--- config.mk ---
export PLATFORM = sky130hd
export DESIGN_NAME = pcler8_snap_reader
export DESIGN_NICKNAME = d
export VERILOG_FILES = /design/src/rtl/pcler8_snap_reader.sv
export SDC_FILE = /design/constraint.sdc
export NUM_CORES = 1
export LEC_CHECK = 0
export ABC_AREA = 1
export CAP_MARGIN = 20
export CORE_UTILIZATION = 30
export DETAILED_ROUTE_END_ITERATION = 12
export SLEW_MARGIN = 20
export SYNTH_ARGS = -nofsm -noshare
export SYNTH_HDL_FRONTEND = slang
export SYNTH_SLANG_ARGS = --single-unit
--- constraint.sdc ---
create_clock -name clk_pad -period 1.4 [get_ports clk_pad]
set_input_delay 0.21 -clock clk_pad [delete_from_list [all_inputs] [get_ports clk_pad]]
set_output_delay 0.21 -clock clk_pad [all_outputs]
set_load 0.005 [all_outputs]
--- src/rtl/pcler8_snap_reader.sv ---
// Loadable up-counter with carry chain plus a snapshot reader that serialises the counter value.
// Optional macro PCLER8_SNAP_PARITY_EN appends an even-parity bit to every frame.
module pcler8_snap_reader #(
    parameter int CNT_W     = 8,
    parameter int MSB_FIRST = 1
) (
    input  logic             clk_pad,
    input  logic             rst_pad,
    input  logic [CNT_W-1:0] d_pad,
    input  logic             ld_pad,
    input  logic             clr_pad,
    input  logic             en_pad,
    input  logic             cin_pad,
    output logic [CNT_W-1:0] cnt_pad,
    output logic             cout_pad,
    input  logic             snap_req_pad,
    output logic             snap_ack_pad,
    output logic             sdo_pad,
    output logic             sdo_vld_pad,
    input  logic             sdo_rdy_pad,
    output logic             busy_pad
);

`ifdef PCLER8_SNAP_PARITY_EN
    localparam int N = CNT_W + 1;
`else
    localparam int N = CNT_W;
`endif
    localparam int IDX_W = $clog2(N + 1);
    localparam logic [IDX_W-1:0] LAST = IDX_W'(N - 1);

    localparam logic [1:0] IDLE  = 2'd0;
    localparam logic [1:0] SHIFT = 2'd1;
    localparam logic [1:0] DONE  = 2'd2;

    logic [1:0]       state;
    logic [CNT_W-1:0] sreg;
    logic [IDX_W-1:0] idx;
    logic             data_bit;
    logic             cur_bit;
    logic             count_up;
    logic             accept;

    assign count_up = en_pad & cin_pad;
    assign accept   = (state == IDLE) & snap_req_pad;

    always_ff @(posedge clk_pad or posedge rst_pad) begin
        if (rst_pad) begin
            cnt_pad <= '0;
        end else if (ld_pad) begin
            cnt_pad <= d_pad;
        end else if (clr_pad) begin
            cnt_pad <= '0;
        end else if (count_up) begin
            cnt_pad <= cnt_pad + 1'b1;
        end
    end

    assign cout_pad = count_up & ~ld_pad & ~clr_pad & (&cnt_pad);

    // The snapshot shifts toward the output end so the current bit always sits at a fixed position.
    always_ff @(posedge clk_pad or posedge rst_pad) begin
        if (rst_pad) begin
            state <= IDLE;
            sreg  <= '0;
            idx   <= '0;
        end else begin
            case (state)
                IDLE: begin
                    if (snap_req_pad) begin
                        state <= SHIFT;
                        sreg  <= cnt_pad;
                        idx   <= '0;
                    end
                end
                SHIFT: begin
                    if (sdo_rdy_pad) begin
                        idx  <= idx + 1'b1;
                        sreg <= (MSB_FIRST != 0) ? (sreg << 1) : (sreg >> 1);
                        if (idx == LAST) begin
                            state <= DONE;
                        end
                    end
                end
                DONE:    state <= IDLE;
                default: state <= IDLE;
            endcase
        end
    end

    assign data_bit = (MSB_FIRST != 0) ? sreg[CNT_W-1] : sreg[0];

`ifdef PCLER8_SNAP_PARITY_EN
    logic par;

    // Parity is taken from the same pre-update value the shift register captures.
    always_ff @(posedge clk_pad or posedge rst_pad) begin
        if (rst_pad) begin
            par <= 1'b0;
        end else if (accept) begin
            par <= ^cnt_pad;
        end
    end

    assign cur_bit = (idx == IDX_W'(CNT_W)) ? par : data_bit;
`else
    assign cur_bit = data_bit | (accept & 1'b0);
`endif

    assign sdo_vld_pad  = (state == SHIFT);
    assign sdo_pad      = sdo_vld_pad & cur_bit;
    assign snap_ack_pad = (state == DONE);
    assign busy_pad     = (state != IDLE);

endmodule

==> run metrics <==
crit path DAT=1.36 ns; Die Width=67.7 um; # rows=23; simple-gate portion of the synthesized area=0.224; Skew-Pair Late Insertion Delay=0.26 ns; setup_tns=-0.167 ns; DR vias/cell=4.53; Synth Area in Adders=0.0193; Post-layout nets=227; I/O pin count=29; synth warn=0; setup violators final=1; status=finished, violations left; Clock Tree Root=clkbuf_8; crit path capture type=primary output; delay-heaviest family, CP=simple AND/OR/NAND/NOR gates; ys async rst share=1.00; post-synth top area share=0.425; failing checks=negative setup slack; port bufs=28; Initial DRT Pass Iterations=4; # H-tree levels=1; Final Cycle Share=1.12; Worst Hold Class=in -> async; die height=67.7 um; critical path's slowest cell=dfrtp_1; pre-CTS WS=-0.390 ns; routed vias=1169; initial DRC count=49; Worst IR Drop VDD=0.000436 V; synth unique cells=26; setup slack after layout=-0.167 ns; Synth Instances=154; area grow syn2layout=45.2%; wire per inst=11.1 um; vias in the first global route=1115; core box area=4090 um^2; share of layout cells above drive strength 1=0.284; number of synthesized flops with an enable pin=0; Slew HR=0.803; main combinational cell family by area after synthesis=compound AO/OA/AOI/OAI gates; CTS Buf Count=3; uppermost routed layer=met4; CTS clk-pin slew, worst paths=0.08 ns; crit-path cells=ha_2 > nand2_4 > nor2_4 > nand3_2 > nor3_2 > buf_2; Primary FF master, synth=dfrtp_1; post-synthesis sequential area ratio=0.425; slowest stage delay, CP=0.36 ns; Hold WS=0.293 ns; synthesized cell area=1300 um^2; maxcap violations=0; Diodes inserted=0; CTS tree=done; mux cell area share after synthesis=0; gpl congestion=0.773; # DRC=0; met2 WL post-DR=1310 um; unrepaired setup endpoints after global routing=true; Post-DRT Antenna Nets=0; crit path buf inv count=1; overall routing resource usage=0.147; Synthesized Nets=172; largest cells by area after synthesis=dfrtp_1 42%, nand2_1 7.8%, a21oi_2 6.1%; max-slew violation count=0; Final Skew=0.00333 ns; Fill cells=434; area leader, netlist=dfrtp_1; wirelength, routed=2860 um; Crit Path Class=reg -> out; WL met1=1400 um; largest net degree at the start of global routing=23; hpwl dp=2100 um; die area=4590 um^2; first-pass GRT wire length=5020 um; Leak Pwr=0.890 nW; initial antenna violation count=0; gr ovfl total=0; buffer depth of the longest clock path=2; met3 wire length=107 um; CTS Sinks=22; PwrDens=1450 nW/um^2; final hold violation count=0; Worst Tran Pin Value=0.296 ns; crit start category=flop; Synth Area in Compound Gates=0.225; Max Freq=638 MHz; initial core utilization=0.317; xor and xnor area share after synthesis=0; CP Data Required Time=1.19 ns; crit-path max FO=3; minimum clock period=1.57 ns; synthesized area per cell=8.42 um^2; flops & latches, synth=22
power breakdown:
part	internal [W]	leakage [nW]	total [W]	switching, W
sequential	0.000829	0.277	0.000910	0.0000810
combinational	0.000666	0.585	0.00135	0.000685
clock	0.000251	0.0288	0.000459	0.000209
total	0.00175	0.890	0.00272	0.000975
metal layers:
metal / global-route usage / vias up
met5: 0 / -
met1: 0.195 / 521
met2: 0.238 / 26
met3: 0.0203 / 4
met4: 0.0559 / 0
li1: - / 618
area by class of cell:
cell class / instances / area [um^2] / share of cell area
tap: 50 / 62.6 / 0.0332
multi-input combinational: 106 / 637 / 0.338
sequential: 22 / 551 / 0.293
timing repair buffer: 54 / 489 / 0.260
clock buffer: 4 / 55.1 / 0.0293
inverter: 22 / 87.6 / 0.0465
registers in the layout (all words and copies together) (netlist names):
register	count
cnt_pad	8
idx	4
sreg	8
state	2
cells in the mapped netlist, types with 2 or more instances:
master and number:
ha_1 2, o211ai_1 7, a22oi_1 2, a21oi_1 5, buf_6 3, a21oi_2 9, nor3_1 2, o21ai_1 10
nand2_2 2, nand3_1 10, nand2_1 27, inv_1 21, nor2_1 16, o21bai_1 2, o21ai_0 4, dfrtp_1 22
kinds of logic (layout without fill, tap and decap cells):
logic type / count (synthesis) / after routing
buffers and inverters: 26 / 80
adders and majority gates: 2 / 2
and+or+nand+nor: 62 / 62
DFF: 22 / 22
AOI/OAI and AO/OA: 42 / 42
final timing paths:
kind,start,to,slack (ns),cells after the start
worst max-delay path,cnt_pad[0],cout_pad,-0.17,6
worst min-delay path,rst_pad,state[1],0.29,3
worst max register to register,state[0],state[0],0.08,9
worst min register to register,sreg[3],sreg[3],0.52,2
max in group asynchronous,rst_pad,sreg[3],0.88,3
min in group clk_pad,sreg[3],sreg[3],0.52,2
timing repair:
item	CTS	global route
pin swaps	3	7
buffers inserted	7	3
endpoints found under the setup margin	13	14
gates resized for setup	28	11
hold buffers	0	0
worst min-delay path, delay by kind of cell:
| family | cells | cell delay, ns |
|---|---|---|
| buf+inv | 3 | 0.74 |
stage by stage:
stage | std cells | utilization | area, um^2 | power (W)
2_1_floorplan | 154 | - | 1300 | 0.00169
3_3_place_gp | 244 | 0.420 | 1720 | 0.00213
3_5_place_dp | 244 | 0.420 | 1720 | 0.00215
4_1_cts | 255 | 0.451 | 1840 | 0.00269
5_1_grt | 258 | 0.461 | 1880 | 0.00298
6_report | 258 | 0.461 | 1880 | 0.00272
cell usage in the layout (no fill, tap or decap), types with 3 or more instances in the layout:
master,n
a21oi_1,5
a21oi_2,9
buf_4,21
buf_6,3
clkbuf_8,4
clkdlybuf4s50_1,15
dfrtp_1,22
dlygate4sd2_1,8
inv_1,19
nand2_1,26
nand3_1,9
nor2_1,14
o211ai_1,7
o21ai_0,3
o21ai_1,11
(Power assumes the default switching activity.)
